===== config.mk =====
export PLATFORM = sky130hd
export DESIGN_NAME = div_ctrl_flat
export DESIGN_NICKNAME = d
export VERILOG_FILES = /design/src/rtl/muldiv_pkg.sv /design/src/rtl/div_ctrl_if.sv /design/src/rtl/div_ctrl_div.sv /design/src/rtl/div_ctrl.sv /design/src/flat_wrapper.sv
export SDC_FILE = /design/constraint.sdc
export NUM_CORES = 2
export LEC_CHECK = 0
export CORE_MARGIN = 3
export CORE_UTILIZATION = 35
export CTS_CLUSTER_SIZE = 16
export DETAILED_ROUTE_END_ITERATION = 10
export HOLD_SLACK_MARGIN = 0.08
export PLACE_DENSITY = 0.55
export SETUP_SLACK_MARGIN = 0.4
export SLEW_MARGIN = 10
export SYNTH_ARGS = -nofsm -noshare
export SYNTH_HDL_FRONTEND = slang
export SYNTH_SLANG_ARGS = --single-unit

===== constraint.sdc =====
create_clock -name clock -period 209.2 [get_ports clock]
set_input_delay 52.3 -clock clock [delete_from_list [all_inputs] [get_ports clock]]
set_output_delay 52.3 -clock clock [all_outputs]
set_load 0.05 [all_outputs]

===== src/rtl/muldiv_pkg.sv =====
// Shared types and helpers for the divide sequencer and its unsigned core.
package muldiv_pkg;

  localparam int BITS_DEF = 32;

  typedef enum logic [1:0] {
    IDLE = 2'd0,
    WAIT = 2'd1,
    ZERO = 2'd2,
    FIX  = 2'd3
  } state_e;

  // Number of set bits in a register-stage mask, i.e. the core pipeline depth.
  function automatic int popcount(input logic [63:0] v);
    int n;
    n = 0;
    for (int i = 0; i < 64; i++) begin
      if (v[i]) n++;
    end
    return n;
  endfunction

endpackage


===== src/rtl/div_ctrl_if.sv =====
// Execute-stage request/response bundle for the divide sequencer.
interface div_ctrl_if
  import muldiv_pkg::*;
#(
  parameter int BITS = BITS_DEF
);
  logic            start;
  logic            is_signed;
  logic [BITS-1:0] op_a;
  logic [BITS-1:0] op_b;
  logic            hi_we;
  logic            lo_we;
  logic [BITS-1:0] wdata;
  logic            busy;
  logic            done;
  logic            div_zero;
  logic [BITS-1:0] hi;
  logic [BITS-1:0] lo;

  modport master (
    output start, is_signed, op_a, op_b, hi_we, lo_we, wdata,
    input  busy, done, div_zero, hi, lo
  );

  modport slave (
    input  start, is_signed, op_a, op_b, hi_we, lo_we, wdata,
    output busy, done, div_zero, hi, lo
  );
endinterface


===== src/rtl/div_ctrl_div.sv =====
// Unsigned restoring divider, one quotient bit per stage; stage i is registered
// when COUNTER[i] is set. Quotient comes out on hi, remainder on low.
module div
  import muldiv_pkg::*;
#(
  parameter int              BITS    = BITS_DEF,
  parameter logic [BITS-1:0] COUNTER = '0
) (
  input  logic            clock,
  input  logic [BITS-1:0] a,
  input  logic [BITS-1:0] b,
  output logic [BITS-1:0] hi,
  output logic [BITS-1:0] low
);

  // With an all-zero mask the core is purely combinational.
  logic            clock_unused;
  logic [BITS-1:0] b_unused;

  assign clock_unused = clock;

  for (genvar i = 0; i < BITS; i++) begin : g_stage
    logic [BITS-1:0] r_i, q_i, b_i;
    logic [BITS-1:0] r_o, q_o, b_o;
    logic [BITS-1:0] r_d, q_d;
    logic [BITS:0]   rem_sh, diff;

    if (i == 0) begin : g_first
      assign r_i = '0;
      assign q_i = a;
      assign b_i = b;
    end else begin : g_next
      assign r_i = g_stage[i-1].r_o;
      assign q_i = g_stage[i-1].q_o;
      assign b_i = g_stage[i-1].b_o;
    end

    always_comb begin
      rem_sh = {r_i, q_i[BITS-1]};
      diff   = rem_sh - {1'b0, b_i};
      if (diff[BITS]) begin
        r_d = rem_sh[BITS-1:0];
        q_d = {q_i[BITS-2:0], 1'b0};
      end else begin
        r_d = diff[BITS-1:0];
        q_d = {q_i[BITS-2:0], 1'b1};
      end
    end

    if (COUNTER[i]) begin : g_reg
      logic [BITS-1:0] r_q, q_q, b_q;
      always_ff @(posedge clock) begin
        r_q <= r_d;
        q_q <= q_d;
        b_q <= b_i;
      end
      assign r_o = r_q;
      assign q_o = q_q;
      assign b_o = b_q;
    end else begin : g_comb
      assign r_o = r_d;
      assign q_o = q_d;
      assign b_o = b_i;
    end
  end

  assign hi       = g_stage[BITS-1].q_o;
  assign low      = g_stage[BITS-1].r_o;
  assign b_unused = g_stage[BITS-1].b_o;

endmodule


===== src/rtl/div_ctrl.sv =====
// Divide sequencer: feeds operand magnitudes to the unsigned core, waits out its
// latency, sign-corrects the result and owns the HI (remainder) / LO (quotient) registers.
//
// state | meaning
// IDLE  | waiting for start
// WAIT  | counting down core latency
// FIX   | sign-correct core result into HI/LO
// ZERO  | divisor was zero: LO = all-ones, HI = raw dividend
module div_ctrl
  import muldiv_pkg::*;
#(
  parameter int              BITS    = BITS_DEF,
  parameter logic [BITS-1:0] COUNTER = '0,
  parameter int              LATENCY = 0
) (
  input  logic     clock,
  input  logic     reset,
  div_ctrl_if.slave bus
);

  localparam int CNT_W = $clog2(BITS + 1);

  if (popcount(64'(COUNTER)) != LATENCY) begin : g_bad_latency
    $error("div_ctrl: LATENCY must equal the number of set bits in COUNTER");
  end

  state_e          state_q, state_d;
  logic [CNT_W-1:0] cnt_q, cnt_d;
  logic            sa_q, sa_d, sb_q, sb_d;
  logic [BITS-1:0] mag_a_q, mag_a_d, mag_b_q, mag_b_d, raw_a_q, raw_a_d;
  logic [BITS-1:0] hi_q, hi_d, lo_q, lo_d;
  logic            div_zero_q, div_zero_d, done_q, done_d;
  logic [BITS-1:0] core_quo, core_rem;

  div #(
    .BITS    (BITS),
    .COUNTER (COUNTER)
  ) u_div (
    .clock (clock),
    .a     (mag_a_q),
    .b     (mag_b_q),
    .hi    (core_quo),
    .low   (core_rem)
  );

  always_comb begin
    state_d    = state_q;
    cnt_d      = cnt_q;
    sa_d       = sa_q;
    sb_d       = sb_q;
    mag_a_d    = mag_a_q;
    mag_b_d    = mag_b_q;
    raw_a_d    = raw_a_q;
    hi_d       = hi_q;
    lo_d       = lo_q;
    div_zero_d = div_zero_q;
    done_d     = 1'b0;

    if (bus.hi_we) hi_d = bus.wdata;
    if (bus.lo_we) lo_d = bus.wdata;

    case (state_q)
      IDLE: begin
        // The done cycle still belongs to the finishing op, so a start there is dropped.
        if (bus.start && !done_q) begin
          sa_d    = bus.is_signed & bus.op_a[BITS-1];
          sb_d    = bus.is_signed & bus.op_b[BITS-1];
          mag_a_d = sa_d ? -bus.op_a : bus.op_a;
          mag_b_d = sb_d ? -bus.op_b : bus.op_b;
          raw_a_d = bus.op_a;
          if (bus.op_b == '0) begin
            state_d = ZERO;
          end else begin
            cnt_d   = CNT_W'(LATENCY);
            state_d = WAIT;
          end
        end
      end
      WAIT: begin
        if (cnt_q == '0) state_d = FIX;
        else             cnt_d   = cnt_q - 1'b1;
      end
      FIX: begin
        lo_d       = (sa_q ^ sb_q) ? -core_quo : core_quo;
        hi_d       = sa_q ? -core_rem : core_rem;
        div_zero_d = 1'b0;
        done_d     = 1'b1;
        state_d    = IDLE;
      end
      ZERO: begin
        lo_d       = '1;
        hi_d       = raw_a_q;
        div_zero_d = 1'b1;
        done_d     = 1'b1;
        state_d    = IDLE;
      end
      default: state_d = IDLE;
    endcase
  end

  always_ff @(posedge clock) begin
    if (reset) begin
      state_q    <= IDLE;
      cnt_q      <= '0;
      sa_q       <= 1'b0;
      sb_q       <= 1'b0;
      mag_a_q    <= '0;
      mag_b_q    <= '0;
      raw_a_q    <= '0;
      hi_q       <= '0;
      lo_q       <= '0;
      div_zero_q <= 1'b0;
      done_q     <= 1'b0;
    end else begin
      state_q    <= state_d;
      cnt_q      <= cnt_d;
      sa_q       <= sa_d;
      sb_q       <= sb_d;
      mag_a_q    <= mag_a_d;
      mag_b_q    <= mag_b_d;
      raw_a_q    <= raw_a_d;
      hi_q       <= hi_d;
      lo_q       <= lo_d;
      div_zero_q <= div_zero_d;
      done_q     <= done_d;
    end
  end

  assign bus.busy     = (state_q != IDLE);
  assign bus.done     = done_q;
  assign bus.div_zero = div_zero_q;
  assign bus.hi       = hi_q;
  assign bus.lo       = lo_q;

endmodule


===== src/flat_wrapper.sv =====
// flat-port wrapper written by rule: the top's interface ports become plain ports
module div_ctrl_flat import muldiv_pkg::*;
#(
  parameter int              BITS    = BITS_DEF,
  parameter logic [BITS-1:0] COUNTER = '0,
  parameter int              LATENCY = 0
)
  (clock, reset, bus_start, bus_is_signed, bus_op_a, bus_op_b, bus_hi_we, bus_lo_we, bus_wdata, bus_busy, bus_done, bus_div_zero, bus_hi, bus_lo);
  div_ctrl_if #(.BITS(BITS)) bus_i ();
  input  logic clock;
  input  logic reset;
  input wire logic [$bits(bus_i.start)-1:0] bus_start;
  input wire logic [$bits(bus_i.is_signed)-1:0] bus_is_signed;
  input wire logic [$bits(bus_i.op_a)-1:0] bus_op_a;
  input wire logic [$bits(bus_i.op_b)-1:0] bus_op_b;
  input wire logic [$bits(bus_i.hi_we)-1:0] bus_hi_we;
  input wire logic [$bits(bus_i.lo_we)-1:0] bus_lo_we;
  input wire logic [$bits(bus_i.wdata)-1:0] bus_wdata;
  output wire logic [$bits(bus_i.busy)-1:0] bus_busy;
  output wire logic [$bits(bus_i.done)-1:0] bus_done;
  output wire logic [$bits(bus_i.div_zero)-1:0] bus_div_zero;
  output wire logic [$bits(bus_i.hi)-1:0] bus_hi;
  output wire logic [$bits(bus_i.lo)-1:0] bus_lo;
  assign bus_i.start = bus_start;
  assign bus_i.is_signed = bus_is_signed;
  assign bus_i.op_a = bus_op_a;
  assign bus_i.op_b = bus_op_b;
  assign bus_i.hi_we = bus_hi_we;
  assign bus_i.lo_we = bus_lo_we;
  assign bus_i.wdata = bus_wdata;
  assign bus_busy = bus_i.busy;
  assign bus_done = bus_i.done;
  assign bus_div_zero = bus_i.div_zero;
  assign bus_hi = bus_i.hi;
  assign bus_lo = bus_i.lo;
  div_ctrl #(.BITS(BITS), .COUNTER(COUNTER), .LATENCY(LATENCY)) u_core (.clock(clock), .reset(reset), .bus(bus_i));
endmodule

**Yosys cells after proc, flatten, opt, wreduce, memory -nomap -nowiden**

Cells that the tools add are included.
W data, S select, Z words.

- $add $sub $neg: 37
- Multipliers: 0
- Div/mod/pow operators: 0
- $lt $le $gt $ge: 0
- Equality and inequality tests: 7
- Shift-type cells: 0
- Mux-type cells: 82
- Bitwise logic cells: 3
- Reduce and logical (&&, ||, !) cells: 14

Operators with widths:

| kind | count |
|---|---|
| $mux W32 | 38 |
| $sub A33 B32 Y33 | 31 |
| $neg A32 Y32 | 4 |
| $pmux W32 S2 | 2 |
| $mux W1 | 33 |
| $sub A1 B32 Y33 | 1 |
| $logic_not A32 Y1 | 1 |
| $mux W6 | 3 |
| $pmux W6 S2 | 1 |
| $logic_not A6 Y1 | 1 |
| $mux W2 | 3 |
| $pmux W2 S3 | 1 |
| $reduce_bool A2 Y1 | 3 |
| $reduce_bool A3 Y1 | 2 |
| $sub A6 B1 Y6 const B | 1 |
| $eq A2 B2 Y1 const B | 2 |
| $ne A2 B1 Y1 const B | 2 |
| $ne A2 B2 Y1 const B | 2 |
| $reduce_and A2 Y1 | 2 |
| $reduce_and A4 Y1 | 1 |
| $and A1 B1 Y1 | 2 |
| $eq A2 B1 Y1 const B | 1 |
| $logic_not A2 Y1 | 1 |
| $pmux W1 S2 | 1 |
| other kinds (4) | 4 |

- Register bits: 172
- Latch bits: 0
- Bits in writable memories: 0
- Memory bits (read-only): 0
- Input bits: 102
- Output and inout bits: 67
- Word-level logic and storage cells: 154
- Memories: 0

**Depth between registers and ports, before layout**

- Depth in word-level cells: 67
- Mapped depth: 1003
- Depth with buffers taken out: 915

**By module**

Synthesis repeated with hierarchy kept, for this count alone.

- Cells, all modules: 9060
- Area total of the unflattened synthesis: 64216.6 µm²

Modules (own cells, without submodules):

| module | times used | cells each | area each (µm²) | seq. area each (µm²) |
|---|---|---|---|---|
| div | 1 | 7854 | 54388.4 | 0.0 |
| div_ctrl | 1 | 1206 | 9828.2 | 3423.3 |

**Worst setup path after synthesis**

Ideal clock, no wire load.

- Path kind: register -> register
- Start: register u_core.mag_b_q[1]
- End: register u_core.hi_q[16] (netlist: u_core.bus.hi[16])
- Library setup time: 0.086 ns
- Arrival time: 182.653 ns
- Path slack: 26.461 ns
- Cell stages (with the launch flop): 977
- Buffers on the path: 108
- Clock period less this slack: 182.739 ns
- Cell sequence: dfxtp_1 > inv_1 > clkbuf_1 > ha_1 > nor4b_1 > nand4_1 > nor3_2 > clkbuf_1 > a21boi_0 > ha_1 > and3_1 > a221oi_2 > o21a_1 > o211a_1 > and4bb_1 > nor4_4 > clkbuf_1 > nor2_1 > [... 941 more ...] > xnor2_1 > a21oi_1 > a31oi_1 > buf_2 > buf_1 > buf_1 > nand2_1 > o21ai_0 > ha_1 > nand3_1 > a311o_1 > o31ai_1 > and3_1 > buf_2 > nand3_2 > o31ai_1 > xnor2_1 > a211oi_1

- Longest elaborated chain between the ends: 67

Ends and longest elaborated chain:

| what | line | text |
|---|---|---|
| from (decl) | div_ctrl.sv:30 | `logic [BITS-1:0] mag_a_q, mag_a_d, mag_b_q, mag_b_d, raw_a_q, raw_a_d;` |
| from (signal assigned) | div_ctrl.sv:120 | `mag_b_q <= mag_b_d;` |
| $sub A1 B32 Y33 | div_ctrl_div.sv:40 | `diff = rem_sh - {1'b0, b_i};` |
| $mux W32 | div_ctrl_div.sv:41 | `if (diff[BITS]) begin` |
| $sub A33 B32 Y33 | div_ctrl_div.sv:40 |  |
| $mux W32 | div_ctrl_div.sv:41 |  |
| $sub A33 B32 Y33 | div_ctrl_div.sv:40 |  |
| $mux W32 | div_ctrl_div.sv:41 |  |
| $sub A33 B32 Y33 | div_ctrl_div.sv:40 |  |
| $mux W32 | div_ctrl_div.sv:41 |  |
| [... 51 more ...] | n/a |  |
| $mux W32 | div_ctrl_div.sv:41 |  |
| $sub A33 B32 Y33 | div_ctrl_div.sv:40 |  |
| $mux W32 | div_ctrl_div.sv:41 |  |
| $sub A33 B32 Y33 | div_ctrl_div.sv:40 |  |
| $mux W32 (*) | div_ctrl_div.sv:41 |  |
| $neg A32 Y32 | div_ctrl.sv:85 | `hi_d = sa_q ? -core_rem : core_rem;` |
| $mux W32 (*) | div_ctrl.sv:85 |  |
| $pmux W32 S2 (*) | div_ctrl.sv:62 | `case (state_q)` |
| to (signal assigned) | div_ctrl.sv:122 | `hi_q <= hi_d;` |
| to (decl) | div_ctrl.sv:31 | `logic [BITS-1:0] hi_q, hi_d, lo_q, lo_d;` |

Every way passes the cells marked *; elsewhere a longest branch is shown, timed or not.
A chain may end at the register's enable or synchronous reset.

==> load_flow_metrics.sql <==
INSERT INTO impl_metrics (metric_group, metric, value, unit) VALUES
('critical_path', 'cp.required', '209.49', 'ns'),
('clock_network', 'cts_tree', 'yes', ''),
('critical_path', 'crit_path_start_kind', 'register', ''),
('timing', 'worst_slew_pin_slew', '1.258', 'ns'),
('cells_and_area', 'final_layout_size_suffix_gt1_share', '4.962', '%'),
('die', 'io-pin-count', '169', ''),
('route', 'routed-via-count', '68790', ''),
('route', 'drc', '0', ''),
('cells_and_area', 'number_of_nets_in_the_finished_design', '10530', ''),
('timing', 'setup_viol', '0', ''),
('critical_path', 'crit_path_end_kind', 'register', ''),
('hold_path', 'hold_class', 'register to register', ''),
('clock_network', 'cts.clk_slew.worst_paths', '0.08', 'ns'),
('outcome', 'run_status', 'completed', ''),
('clock_network', 'max-clock-path-buffers', '2', ''),
('critical_path', 'slowest_stage', 'sky130_fd_sc_hd__or4_1', ''),
('place', 'dpl.hpwl', '191800', 'um'),
('cells_and_area', 'sequential_cell_area', '3430', 'um2'),
('synthesis', 'number_of_synthesized_flops_with_an_enable_pin', '0', ''),
('route', 'drtPass1Iterations', '6', ''),
('synthesis', 'netlist_top_cells_count', 'sky130_fd_sc_hd__ha_1 (1,000), sky130_fd_sc_hd__nor2_1 (974), sky130_fd_sc_hd__nand2_1 (876)', ''),
('timing', 'report.final.hold_viol_count', '0', ''),
('critical_path', 'worst-path-buf-inv', '37', ''),
('clock_network', 'numClockSinks', '171', ''),
('route', 'detail_route.iter0.violations', '4905', ''),
('timing', 'finalMaxSlewViolations', '0', ''),
('timing', 'max_freq', '0.005301', 'GHz'),
('cells_and_area', 'syn_to_final_growth', '8.072', '%'),
('global_route', 'grt_util_all_layers', '24.04', '%'),
('clock_network', 'cts_setup_buffers', '0', ''),
('clock_network', 'ctsHtreeMaxLevel', '4', ''),
('cells_and_area', 'fill_cells', '19770', ''),
('clock_network', 'cts_made_buffers', '17', ''),
('synthesis', 'commonest_register_cell_after_synthesis', 'sky130_fd_sc_hd__dfxtp_1', ''),
('die', 'die_h', '438.8', 'um'),
('die', 'design.die.area', '192500', 'um2'),
('global_route', 'grt_pass1_wl', '372300', 'um'),
('die', 'die_width', '438.8', 'um'),
('cells_and_area', 'final_cells', '11900', ''),
('route', 'detail_route.wl_per_cell', '20.26', 'um'),
('die', 'placeableCoreArea', '185800', 'um2'),
('synthesis', 'synth.ff_latch_count', '171', ''),
('die', 'fp-row-count', '158', ''),
('timing', 'timing.max_slew.rel_slack', '15.85', '%'),
('global_route', 'grt_max_degree', '84', ''),
('global_route', 'first_global_vias', '65590', ''),
('critical_path', 'type_of_the_worst_setup_path', 'register to register', ''),
('synthesis', 'synth_warnings', '0', ''),
('critical_path', 'arrival', '188.92', 'ns'),
('synthesis', 'synthMostInstantiatedCell', 'sky130_fd_sc_hd__ha_1', ''),
('timing', 'fin_setup_tns', '0', 'ns'),
('synthesis', 'sequential_share_of_the_synthesized_area', '5.222', '%'),
('die', 'initial_utilization', '35.28', '%'),
('critical_path', 'crit_family', 'compound AO/OA/AOI/OAI gates', ''),
('synthesis', 'synth_top_area_share', '19.09', '%'),
('route', 'antenna_violating_nets_post_route', '0', ''),
('timing', 'grt_setup_unrepaired', 'no', ''),
('timing', 'timing.clock.skew', '0.02418', 'ns'),
('place', 'gp_congestion', '0.9611', ''),
('synthesis', 'synthArstFlopShare', '0', '%'),
('route', 'vias_per_cell', '5.781', ''),
('synthesis', 'synth_top_cells_by_area', 'sky130_fd_sc_hd__ha_1 (19%), sky130_fd_sc_hd__xnor2_1 (7.7%), sky130_fd_sc_hd__a21o_1 (6.7%)', ''),
('synthesis', 'synthCells', '9386', ''),
('timing', 'timing.final.ws_setup', '20.57', 'ns'),
('clock_network', 'clk_latency', '0.46', 'ns'),
('synthesis', 'synth.distinct_cells', '129', ''),
('place', 'pre_cts_ws', '20.22', 'ns'),
('synthesis', 'postSynthAreaPerCell', '6.984', 'um2'),
('synthesis', 'netlist.top_cell.by_area', 'sky130_fd_sc_hd__ha_1', ''),
('route', 'route.final.wire_length', '241100', 'um'),
('cells_and_area', 'fin_util', '38.12', '%');
## layer usage
metal  up-vias  routed length [um]  share of wire (%)  global-route usage, %
li1      34280                   -                  -                      -
met1     32390              106800                 44                  30.62
met2      1689              112300                 47                  41.43
met3       432               10410                4.3                  1.932
met4         4               11560                4.8                  10.14
met5         -                  24              0.010                      0
## through the flow
step / instance area, um2 / hold slack, ns
final: 70840 / 0.4552
after CTS: 70750 / 0.4569
after floorplan: 65610 / 0.4357
after detailed placement: 70180 / 0.4461
after global placement: 70180 / 0.4410
after global routing: 70840 / 0.4762
## kinds of logic after synthesis
logic type | count (synthesis) | share of synthesized area [%]
other | 1 | 0.005721
xor gates and xnor gates | 905 | 12.18
and+or+nand+nor | 2836 | 19.78
buffers and inverters | 871 | 5.104
DFF | 171 | 5.222
AOI/OAI and AO/OA | 3338 | 33.84
muxes | 233 | 3.829
adders and majority gates | 1031 | 20.03
## cell usage in the layout (no fill, tap or decap), drive strengths merged, types with 48 or more instances in the layout
cell,n
buf,124
a211oi,136
clkdlybuf4s50,165
a21oi,811
xnor2,577
and2,80
o21ai,696
dfxtp,171
mux2,122
o21a,90
o31ai,127
o21bai,91
inv,566
nor2,975
ha,1000
nor3,144
mux2i,111
nand2b,135
a221oi,71
xor2,328
nand3,157
a21o,586
nand2,881
or3,78
and3,89
a31oi,61
a221o,48
a21boi,196
nor2b,119
## registers in the layout, indices dropped and copies added, names as in the netlist, 2 cells and up
signal	flops
u_core.bus.lo	32
u_core.cnt_q	6
u_core.mag_a_q	31
u_core.bus.hi	32
u_core.mag_b_q	32
u_core.state_q	2
u_core.raw_a_q	32
## worst min-delay path, delay by kind of cell, from the launching register on
family          cells  cell delay [ns]
flops               1             0.31
simple gates        1             0.05
compound gates      1             0.05
## cell type report
class                           instances  share of cell area, %
Inverter                              561                  2.972
Sequential cell                       171                  4.841
Timing Repair Buffer                  289                  3.654
Antenna cell                           10                0.03532
Clock buffer                           18                 0.6058
Tap cell                             2480                  4.380
Clock inverter                         14                 0.1872
Multi-Input combinational cell       8358                  83.32
## final timing paths
path / slack, ns / cells after the start / end / start
hold / removal: 0.46 / 2 / u_core.raw_a_q[7] / u_core.raw_a_q[7]
setup reg to reg: 20.57 / 898 / u_core.bus.hi[8] / u_core.mag_b_q[19]
setup / recovery: 20.57 / 901 / u_core.bus.hi[8] / u_core.mag_b_q[19]
hold reg to reg: 0.46 / 2 / u_core.raw_a_q[7] / u_core.raw_a_q[7]
## what timing repair did
item | 4_1_cts | 5_1_grt
resized for setup | 0 | 17
hold buffers | 0 | 0
setup endpoints to repair | 0 | 63
Power is not shown: default switching activity piles up to over one toggle a cycle in this logic, so the estimate is an artifact.
